**src/rtl/umi_regbank_pkg.sv**
```systemverilog
// rtl/umi_regbank_pkg.sv - register map constants and access-size helper for umi_regbank
package umi_regbank_pkg;

  localparam int REG_CTRL   = 0;
  localparam int REG_STATUS = 1;
  localparam int REG_IRQEN  = 2;
  localparam int REG_CYCLE  = 3;
  localparam int REG_GP0    = 4;

  // log2 of the access width in bytes, clamped to the register width
  function automatic int access_log2(input logic [3:0] size, input int bl);
    return (int'(size) > bl) ? bl : int'(size);
  endfunction

endpackage

```
**src/rtl/umi_regbank_if.sv**
```systemverilog
// rtl/umi_regbank_if.sv - UMI register-strobe bus between the UMI interface and the register bank
interface umi_regbank_if #(
  parameter int AW = 64,
  parameter int DW = 64
);

  logic [AW-1:0]   reg_addr;
  logic            reg_write;
  logic            reg_read;
  logic [7:0]      reg_cmd;
  logic [3:0]      reg_size;
  logic [4*DW-1:0] reg_wrdata;
  logic [DW-1:0]   reg_rddata;

  modport master (
    output reg_addr,
    output reg_write,
    output reg_read,
    output reg_cmd,
    output reg_size,
    output reg_wrdata,
    input  reg_rddata
  );

  modport slave (
    input  reg_addr,
    input  reg_write,
    input  reg_read,
    input  reg_cmd,
    input  reg_size,
    input  reg_wrdata,
    output reg_rddata
  );

endinterface

```
**src/rtl/umi_regbank_bytemask.sv**
```systemverilog
// rtl/umi_regbank_bytemask.sv - byte strobe for bytes off..off+N-1, clipped at the top of the word
module umi_regbank_bytemask
  import umi_regbank_pkg::*;
#(
  parameter int DW = 64,
  localparam int NB = DW / 8,
  localparam int BL = $clog2(NB)
) (
  input  logic [3:0]    size,
  input  logic [BL-1:0] off,
  output logic [NB-1:0] strb
);

  int nbytes;
  int lo;

  always_comb begin
    nbytes = 1 << access_log2(size, BL);
    lo     = int'(off);
    strb   = '0;
    for (int b = 0; b < NB; b++) begin
      strb[b] = (b >= lo) && (b < lo + nbytes);
    end
  end

endmodule

```
**src/rtl/umi_regbank.sv**
```systemverilog
// rtl/umi_regbank.sv - CTRL/STATUS/IRQEN/CYCLE/GP register bank behind the UMI register strobes
module umi_regbank
  import umi_regbank_pkg::*;
#(
  parameter int AW   = 64,
  parameter int DW   = 64,
  parameter int NREG = 8
) (
  input  logic                   clk,
  input  logic                   nreset,
  umi_regbank_if.slave           bus,
  output logic [DW-1:0]          ctrl,
  input  logic [DW-1:0]          event_in,
  output logic                   irq,
  output logic [(NREG-4)*DW-1:0] gpreg
);

  localparam int NB = DW / 8;
  localparam int BL = $clog2(NB);
  localparam int IW = $clog2(NREG);

  logic [BL-1:0] off;
  logic [IW-1:0] idx;
  logic [BL+2:0] sh;
  logic [NB-1:0] strb;
  logic [NB-1:0] rstrb;
  logic [DW-1:0] wmask;
  logic [DW-1:0] rmask;
  logic [DW-1:0] wdata;
  logic [DW-1:0] clr;
  logic [DW-1:0] regs [NREG];
  logic [DW-1:0] nxt  [NREG];
  logic [DW-1:0] rddata_q;
  logic [DW-1:0] rd_next;
  logic          irq_next;
  logic          unused_bits;

  assign off   = bus.reg_addr[BL-1:0];
  assign idx   = bus.reg_addr[BL+IW-1:BL];
  assign sh    = {off, 3'b000};
  assign unused_bits = ^{bus.reg_cmd, bus.reg_wrdata[4*DW-1:DW], bus.reg_addr[AW-1:BL+IW]};

  umi_regbank_bytemask #(.DW(DW)) u_bytemask (
    .size (bus.reg_size),
    .off  (off),
    .strb (strb)
  );

  // Read strobe is the write strobe moved down to byte 0, so it is already clipped.
  assign rstrb = strb >> off;
  assign wdata = bus.reg_wrdata[DW-1:0] << sh;

  always_comb begin
    wmask = '0;
    rmask = '0;
    for (int b = 0; b < NB; b++) begin
      wmask[8*b +: 8] = {8{strb[b]}};
      rmask[8*b +: 8] = {8{rstrb[b]}};
    end
  end

  always_comb begin
    for (int i = 0; i < NREG; i++) begin
      nxt[i] = regs[i];
    end
    nxt[REG_CYCLE] = regs[REG_CYCLE] + DW'(1);
    for (int i = 0; i < NREG; i++) begin
      if (bus.reg_write && idx == IW'(i) && i != REG_STATUS) begin
        nxt[i] = (nxt[i] & ~wmask) | (wdata & wmask);
      end
    end
    clr = (bus.reg_write && idx == IW'(REG_STATUS)) ? (wmask & wdata) : '0;
    nxt[REG_STATUS] = (regs[REG_STATUS] & ~clr) | event_in;
    irq_next = |(nxt[REG_STATUS] & nxt[REG_IRQEN]);
    // Reads see the pre-write, pre-increment register contents.
    rd_next = bus.reg_read ? ((regs[idx] >> sh) & rmask) : rddata_q;
  end

  always_ff @(posedge clk or negedge nreset) begin
    if (!nreset) begin
      for (int i = 0; i < NREG; i++) begin
        regs[i] <= '0;
      end
      rddata_q <= '0;
      irq      <= 1'b0;
    end else begin
      for (int i = 0; i < NREG; i++) begin
        regs[i] <= nxt[i];
      end
      rddata_q <= rd_next;
      irq      <= irq_next;
    end
  end

  assign bus.reg_rddata = rddata_q;
  assign ctrl           = regs[REG_CTRL];

  for (genvar g = REG_GP0; g < NREG; g++) begin : g_gp
    assign gpreg[(g-REG_GP0)*DW +: DW] = regs[g];
  end

endmodule

```
**src/flat_wrapper.sv**
```systemverilog
// flat-port wrapper written by rule: the top's interface ports become plain ports
module umi_regbank_flat import umi_regbank_pkg::*;
#(
  parameter int AW   = 64,
  parameter int DW   = 64,
  parameter int NREG = 8
)
  (clk, nreset, ctrl, event_in, irq, gpreg, bus_reg_addr, bus_reg_write, bus_reg_read, bus_reg_cmd, bus_reg_size, bus_reg_wrdata, bus_reg_rddata);
  umi_regbank_if #(.AW(AW), .DW(DW)) bus_i ();
  input  logic clk;
  input  logic nreset;
  output logic [DW-1:0] ctrl;
  input  logic [DW-1:0] event_in;
  output logic irq;
  output logic [(NREG-4)*DW-1:0] gpreg;
  input wire logic [$bits(bus_i.reg_addr)-1:0] bus_reg_addr;
  input wire logic [$bits(bus_i.reg_write)-1:0] bus_reg_write;
  input wire logic [$bits(bus_i.reg_read)-1:0] bus_reg_read;
  input wire logic [$bits(bus_i.reg_cmd)-1:0] bus_reg_cmd;
  input wire logic [$bits(bus_i.reg_size)-1:0] bus_reg_size;
  input wire logic [$bits(bus_i.reg_wrdata)-1:0] bus_reg_wrdata;
  output wire logic [$bits(bus_i.reg_rddata)-1:0] bus_reg_rddata;
  assign bus_i.reg_addr = bus_reg_addr;
  assign bus_i.reg_write = bus_reg_write;
  assign bus_i.reg_read = bus_reg_read;
  assign bus_i.reg_cmd = bus_reg_cmd;
  assign bus_i.reg_size = bus_reg_size;
  assign bus_i.reg_wrdata = bus_reg_wrdata;
  assign bus_reg_rddata = bus_i.reg_rddata;
  umi_regbank #(.AW(AW), .DW(DW), .NREG(NREG)) u_core (.clk(clk), .nreset(nreset), .bus(bus_i), .ctrl(ctrl), .event_in(event_in), .irq(irq), .gpreg(gpreg));
endmodule
```
**config.mk**
```make
export PLATFORM = sky130hd
export DESIGN_NAME = umi_regbank_flat
export DESIGN_NICKNAME = d
export VERILOG_FILES = /design/src/rtl/umi_regbank_pkg.sv /design/src/rtl/umi_regbank_if.sv /design/src/rtl/umi_regbank_bytemask.sv /design/src/rtl/umi_regbank.sv /design/src/flat_wrapper.sv
export SDC_FILE = /design/constraint.sdc
export NUM_CORES = 1
export LEC_CHECK = 0
export ABC_AREA = 1
export BUFFER_PORTS_ARGS = -buffer_cell sky130_fd_sc_hd__buf_2
export CELL_PAD_IN_SITES_DETAIL_PLACEMENT = 1
export CELL_PAD_IN_SITES_GLOBAL_PLACEMENT = 2
export CORE_MARGIN = 1.5
export CORE_UTILIZATION = 30
export CTS_CLUSTER_SIZE = 40
export DETAILED_ROUTE_END_ITERATION = 8
export PLACE_DENSITY_LB_ADDON = 0.2
export SLEW_MARGIN = 10
export SYNTH_ARGS = -nofsm -noshare
export SYNTH_HDL_FRONTEND = slang
export SYNTH_HIERARCHICAL = 1
export SYNTH_SLANG_ARGS = --single-unit
```
**constraint.sdc**
```tcl
create_clock -name clk -period 2.46 [get_ports clk]
set_clock_uncertainty 0.05 [all_clocks]
set_input_delay 0.246 -clock clk [delete_from_list [all_inputs] [get_ports clk]]
set_output_delay 0.246 -clock clk [all_outputs]
set_load 0.02 [all_outputs]
```
==> flow_metrics.tcl, run 1 <==
set metrics [dict create \
    failing_checks "setup timing" \
    routed-via-count 34800 \
    first_global_vias 35369 \
    routabilityCongestion 0.956 \
    die_area_um2 113000 \
    drt_first_pass_iters 5 \
    clock_power_share_pct 32.9 \
    htree_num_levels 3 \
    drt-total-wl_mm 178 \
    finalSetupTns_ns -4.39 \
    rows 122 \
    unrepaired_setup_endpoints_after_global_routing "true" \
    placed_instances 6618 \
    drcViolationCount 0 \
    yosys_warnings 6 \
    pin_count_of_the_biggest_net_entering_global_routing 77 \
    run_status "finished with violations" \
    power.switching_fraction_pct 37.8 \
    syn2layout_area_growth_pct 34.0 \
    first_iter_violations 2890 \
    tritoncts "yes" \
    async_flop_share_pct 100 \
    start_util_pct 30.2 \
    io_buffers 526 \
    placedInstanceArea_um2 40300 \
    final_min_period_over_clock_period_pct 114 \
    postSynth.topFlopCell "sky130_fd_sc_hd__dfrtp_1" \
    slew_violations 0 \
    most-common-layout-cells "sky130_fd_sc_hd__nand2_1 (1694), sky130_fd_sc_hd__dfrtp_1 (576), sky130_fd_sc_hd__buf_2 (521)" \
    end_kind "flip-flop" \
    grt-ovfl-total 0 \
    worst_slew_margin_rel_pct 26.4 \
    setup_violations 52 \
    number_of_buffers_on_the_longest_clock_path 3 \
    tritoncts_sinks 577 \
    avg_synthesized_cell_area_um2 7.33 \
    timing_worst_setup_path_type "input pin to flip-flop" \
    regToRegEndpoint "u_core/regs[318]" \
    finish.cell_count_without_fillers 6847 \
    clk-insertion-delay-late_ns 0.67 \
    io_pins 785 \
    wire_per_inst_um 26.0 \
    count_of_flip_flops_with_a_built_in_enable_after_synthesis 0 \
    portion_of_total_power_attributed_to_sequential_cells_pct 37.6 \
    rr_startpoint "u_core/regs[281]" \
    fp.dieH_um 336 \
    layout_commonest_cell "sky130_fd_sc_hd__nand2_1" \
    peakVddDrop_v 0.000391 \
    timing_worst_slew_pin_value_ns 1.10 \
    hpwl_mm 142 \
    synth-seq-area-share_pct 43.3 \
    floorplan.die.width_um 336 \
    clk_pin_slew_worst_paths_ns 0.06 \
    power.static_leakage_uw 0.0223 \
    fmaxAchievable_mhz 358 \
    vias_per_cell 5.08 \
    worst_ep_required_time_ns 2.96 \
    final_period_minus_worst_setup_slack_ns 2.79 \
    holdCritPathClass "input pin to async pin" \
    antenna_violating_nets_post_route 0 \
    standard_cell_core_area_um2 111000 \
    final-hold-violation-count 0 \
    p_per_area_nw_per_um2 753 \
    final_layout_size_suffix_gt1_share_pct 28.0 \
    r2r.worst_path.cells 9 \
    cts_made_buffers 73 \
    drv.max_cap_violation_count 0 \
    p_comb_share_pct 29.5 \
    cts.root.buffer_cell "sky130_fd_sc_hd__clkbuf_16" \
    cp-start-kind "input pin" \
    critPathMaxFanout 6 \
    grt_use_total_pct 31.1 \
    timing.critical_path.arrival_ns 3.29 \
    regToRegSetupSlack_ns 0.13 \
    switching_power_uw 12700 \
    synth_fp_nets 4952 \
    grt_first_pass_wirelength_mm 255 \
    antenna_found_initial 4 \
    synth.cell_area_um2 33300 \
    final_nets 5709 \
    ys_types 44 \
    synth_seq_cells 577 \
    internal_power_uw 20900 \
    syn_inst 4547 \
    finalWorstSetupSlack_ns -0.333 \
    final_area_um2 44700 \
]
==> final cells by class <==
type / instances / area (µm²)
Inverter: 249 / 966
Sequential cell: 577 / 14400
Multi-Input combinational cell: 3189 / 15800
Tap cell: 1488 / 1860
Clock inverter: 27 / 302
Clock buffer: 102 / 2130
Fill cell: 13646 / 65800
Timing Repair Buffer: 1213 / 9180
Timing Repair inverter: 1 / 5.00
Antenna cell: 1 / 2.50
==> Yosys cell counts, types with 2 or more instances <==
library cell / number / area [µm²]
sky130_fd_sc_hd__buf_1: 28 / 105
sky130_fd_sc_hd__xor2_1: 35 / 307
sky130_fd_sc_hd__clkinv_1: 6 / 22.5
sky130_fd_sc_hd__o2111ai_1: 6 / 52.6
sky130_fd_sc_hd__nand3_1: 348 / 1740
sky130_fd_sc_hd__ha_1: 4 / 50.1
sky130_fd_sc_hd__a22o_1: 6 / 52.6
sky130_fd_sc_hd__a21o_1: 3 / 22.5
sky130_fd_sc_hd__a21oi_1: 13 / 65.1
sky130_fd_sc_hd__a22oi_1: 57 / 428
sky130_fd_sc_hd__inv_2: 7 / 26.3
sky130_fd_sc_hd__o211ai_1: 65 / 488
sky130_fd_sc_hd__inv_1: 236 / 886
sky130_fd_sc_hd__buf_2: 61 / 305
sky130_fd_sc_hd__nor2_1: 160 / 601
sky130_fd_sc_hd__o31ai_1: 11 / 82.6
sky130_fd_sc_hd__nor4_1: 8 / 50.1
sky130_fd_sc_hd__or2_1: 2 / 12.5
sky130_fd_sc_hd__nand4_1: 110 / 688
sky130_fd_sc_hd__nor3_1: 24 / 120
sky130_fd_sc_hd__o21a_1: 4 / 30.0
sky130_fd_sc_hd__nand2_1: 1745 / 6550
sky130_fd_sc_hd__o21ai_0: 418 / 2090
sky130_fd_sc_hd__o21ai_1: 66 / 330
sky130_fd_sc_hd__o22ai_1: 7 / 43.8
sky130_fd_sc_hd__xnor2_1: 16 / 140
sky130_fd_sc_hd__dfrtp_1: 577 / 14400
sky130_fd_sc_hd__clkbuf_1: 120 / 450
sky130_fd_sc_hd__or2_2: 3 / 18.8
sky130_fd_sc_hd__nor2_2: 9 / 56.3
sky130_fd_sc_hd__nand3b_1: 30 / 225
sky130_fd_sc_hd__buf_4: 323 / 2420
sky130_fd_sc_hd__mux2_2: 28 / 315
==> repair_timing <==
action / in CTS / in global routing
hold buffers: 65 / 0
buffers inserted: 30 / 6
setup endpoints to repair: 91 / 148
endpoints found under the hold margin: 528 / 0
gates cloned: 0 / 1
gates resized for setup: 118 / 129
pin swaps: 66 / 47
==> metal layers <==
metal	share of wire [%]	track usage [%]
met1	48	45.6
met2	44	47.2
met3	6.4	5.22
met4	2.3	7.39
met5	0.012	0
==> worst max path at each step <==
stage	from	end	slack, ns	cells past startpoint
after global routing	bus_reg_size[3]	u_core/irq	-0.46	26
after CTS	bus_reg_size[3]	u_core/irq	-0.25	27
after floorplan	bus_reg_size[2]	u_core/irq	-0.31	25
after global placement	bus_reg_size[2]	u_core/bus.reg_rddata[16]	-1.28	21
after detailed placement	bus_reg_size[2]	u_core/bus.reg_rddata[16]	-1.34	21
final	bus_reg_size[3]	u_core/irq	-0.33	26
==> kinds of logic after synthesis <==
family,count (synthesis),share of synthesized area (%)
AOI/OAI and AO/OA,659,11.1
xor gates and xnor gates,52,1.39
adders and majority gates,5,0.210
buffers and inverters,781,12.7
DFF,577,43.3
muxes,29,0.976
and+or+nand+nor,2444,30.3
==> worst max-delay path, cell delays in order <==
cell                      delay, ns
sky130_fd_sc_hd__buf_6         0.10
sky130_fd_sc_hd__nor2_4        0.13
sky130_fd_sc_hd__nand2_2       0.08
sky130_fd_sc_hd__nor2_2        0.08
sky130_fd_sc_hd__ha_2          0.19
sky130_fd_sc_hd__inv_2         0.04
sky130_fd_sc_hd__fa_2          0.36
sky130_fd_sc_hd__o21ai_1       0.13
sky130_fd_sc_hd__nand2_1       0.10
sky130_fd_sc_hd__nand3_4       0.10
sky130_fd_sc_hd__buf_12        0.14
sky130_fd_sc_hd__nor2_4        0.05
sky130_fd_sc_hd__nor2_4        0.09
sky130_fd_sc_hd__buf_12        0.14
sky130_fd_sc_hd__inv_8         0.04
sky130_fd_sc_hd__buf_8         0.12
sky130_fd_sc_hd__o21ai_2       0.13
sky130_fd_sc_hd__nand2_2       0.08
sky130_fd_sc_hd__nand2_1       0.07
sky130_fd_sc_hd__nand4_1       0.14
sky130_fd_sc_hd__nor2_1        0.16
sky130_fd_sc_hd__buf_4         0.18
sky130_fd_sc_hd__nand2_4       0.07
sky130_fd_sc_hd__nor2_4        0.09
sky130_fd_sc_hd__buf_6         0.12
sky130_fd_sc_hd__nand3_1       0.07
==> through the flow <==
step	util (%)	worst slack, ns	hold slack, ns	power (µW)
2_1_floorplan	-	-0.308	-0.0996	18200
3_3_place_gp	36.5	-1.28	0.152	22100
3_5_place_dp	36.5	-1.34	0.145	22200
4_1_cts	39.9	-0.248	0.0321	33700
5_1_grt	40.4	-0.460	0.0542	35200
6_report	40.4	-0.333	0.0510	33700
==> power groups by stage <==
stage	registers, µW	logic, µW	clock network (µW)
after floorplan	12200	6000	0
final	12700	9930	11100
after global routing	12800	10700	11600
after detailed placement	12800	9470	0
after global placement	12700	9330	0
after CTS	12600	9740	11300
No activity file was read; power rests on OpenSTA's default activity.
==> inputs of run 2 (changes only) <==
--- a/config.mk
+++ b/config.mk
@@ -14,6 +14,8 @@
 export CTS_CLUSTER_SIZE = 40
 export DETAILED_ROUTE_END_ITERATION = 8
 export PLACE_DENSITY_LB_ADDON = 0.2
+export RECOVER_POWER = 25
+export SKIP_CTS_REPAIR_TIMING = 1
 export SLEW_MARGIN = 10
 export SYNTH_ARGS = -nofsm -noshare
 export SYNTH_HDL_FRONTEND = slang
==> flow_metrics.tcl, run 2 (synthesized netlist as in run 1, its figures left out) <==
set metrics [dict create \
    power.static_leakage_uw 0.0222 \
    grt-ovfl-total 0 \
    critical_path_max_stage_delay_ns 0.37 \
    holdCritPathClass "input pin to flip-flop" \
    cp_slowest_cell "sky130_fd_sc_hd__fa_2" \
    clk_pin_slew_worst_paths_ns 0.06 \
    timing_worst_setup_path_type "input pin to flip-flop" \
    layout_commonest_cell "sky130_fd_sc_hd__nand2_1" \
    failing_checks "setup timing" \
    final_area_um2 44300 \
    start_util_pct 30.2 \
    fp.dieH_um 336 \
    worst_ep_required_time_ns 2.96 \
    fmaxAchievable_mhz 353 \
    path_buf_inv 8 \
    run_status "finished with violations" \
    drv.max_cap_violation_count 0 \
    grt_use_total_pct 30.8 \
    antenna_found_initial 5 \
    io_pins 785 \
    floorplan.die.width_um 336 \
    placedInstanceArea_um2 40300 \
    unrepaired_setup_endpoints_after_global_routing "true" \
    drt-total-wl_mm 178 \
    finalWorstSetupSlack_ns -0.376 \
    final_min_period_over_clock_period_pct 115 \
    tritoncts_sinks 577 \
    final_layout_size_suffix_gt1_share_pct 27.4 \
    worst_slew_margin_rel_pct 19.9 \
    p_per_area_nw_per_um2 757 \
    routed-via-count 34831 \
    grt_first_pass_wirelength_mm 252 \
    die_area_um2 113000 \
    pin_count_of_the_biggest_net_entering_global_routing 77 \
    antenna_violating_nets_post_route 0 \
    setup_violations 57 \
    routabilityCongestion 0.956 \
    final_period_minus_worst_setup_slack_ns 2.84 \
    cts.root.buffer_cell "sky130_fd_sc_hd__clkbuf_16" \
    post-route-util_pct 40.1 \
    wire_per_inst_um 26.0 \
    timing_worst_slew_pin_value_ns 1.20 \
    io_buffers 526 \
    drcViolationCount 0 \
    syn2layout_area_growth_pct 33.0 \
    htree_num_levels 3 \
    number_of_buffers_on_the_longest_clock_path 3 \
    first_global_vias 34851 \
    most-common-layout-cells "sky130_fd_sc_hd__nand2_1 (1708), sky130_fd_sc_hd__dfrtp_1 (576), sky130_fd_sc_hd__buf_2 (523)" \
    hpwl_mm 142 \
    timing.critical_path.arrival_ns 3.34 \
    clk-insertion-delay-late_ns 0.67 \
    vias_per_cell 5.09 \
    cts_made_buffers 73 \
    rows 122 \
    drt_first_pass_iters 5 \
    tritoncts "yes" \
    final-hold-violation-count 0 \
    peakVddDrop_v 0.000392 \
    standard_cell_core_area_um2 111000 \
    slew_violations 0 \
    cp-start-kind "input pin" \
    final_nets 5700 \
    first_iter_violations 2678 \
    critPathMaxFanout 6 \
    end_kind "flip-flop" \
    cp_top_family "simple AND/OR/NAND/NOR gates" \
]
==> run 2: per-layer routing <==
metal | up-vias | part of all wire [%] | track usage [%]
met5 | - | 0.012 | 0
met4 | 4 | 2.4 | 7.37
met3 | 182 | 6.6 | 5.54
met2 | 1102 | 43 | 46.6
met1 | 17467 | 48 | 45.2
li1 | 16076 | - | -
==> run 2: final timing paths <==
check	from	endpoint	slack (ns)	cells after the start
min in group asynchronous	nreset	async pin	0.33	2
max	bus_reg_size[3]	u_core/irq	-0.38	26
max in group asynchronous	nreset	async pin	0.14	4
min reg2reg	u_core/bus.reg_rddata[49]	u_core/bus.reg_rddata[49]	0.42	2
min	bus_reg_wrdata[40]	u_core/regs[424]	0.1	6
max reg2reg	u_core/regs[260]	u_core/regs[309]	0.10	11
==> run 2: tightest hold or removal path, stage by stage <==
cell	delay [ns]
sky130_fd_sc_hd__buf_2	0.10
sky130_fd_sc_hd__o211ai_1	0.08
sky130_fd_sc_hd__nand3_1	0.14
sky130_fd_sc_hd__nand3_1	0.08
sky130_fd_sc_hd__nand2_1	0.06
sky130_fd_sc_hd__nand2_1	0.06
==> run 2: report_power, final <==
part           total, µW  internal [µW]  switching [µW]
clock              11100           6480            4580
sequential         12700          11000            1630
combinational       9870           3400            6470
==> run 2: area by class of cell <==
cell class / instances / area, µm²
timing repair buffer: 1203 / 8950
multi-input combinational: 3189 / 15700
tap: 1488 / 1860
fill: 13649 / 66200
sequential: 577 / 14400
inverter: 249 / 965
timing repair inverter: 2 / 15.0
clock inverter: 27 / 302
clock buffer: 102 / 2130
antenna: 2 / 5.00
==> run 2: per-stage QoR <==
stage          power, µW  hold WS (ns)  setup TNS, ns  worst slack [ns]  std cells
3_5_place_dp       22200         0.145        -315.77             -1.34       6618
6_report           33600        0.0954         -10.86            -0.376       6839
5_1_grt            35100         0.122         -24.00            -0.508       6839
2_1_floorplan      18200       -0.0996         -13.22            -0.308       4547
4_1_cts            33400        -0.572         -23.33            -0.645       6747
3_3_place_gp       22100         0.152        -291.42             -1.28       6618
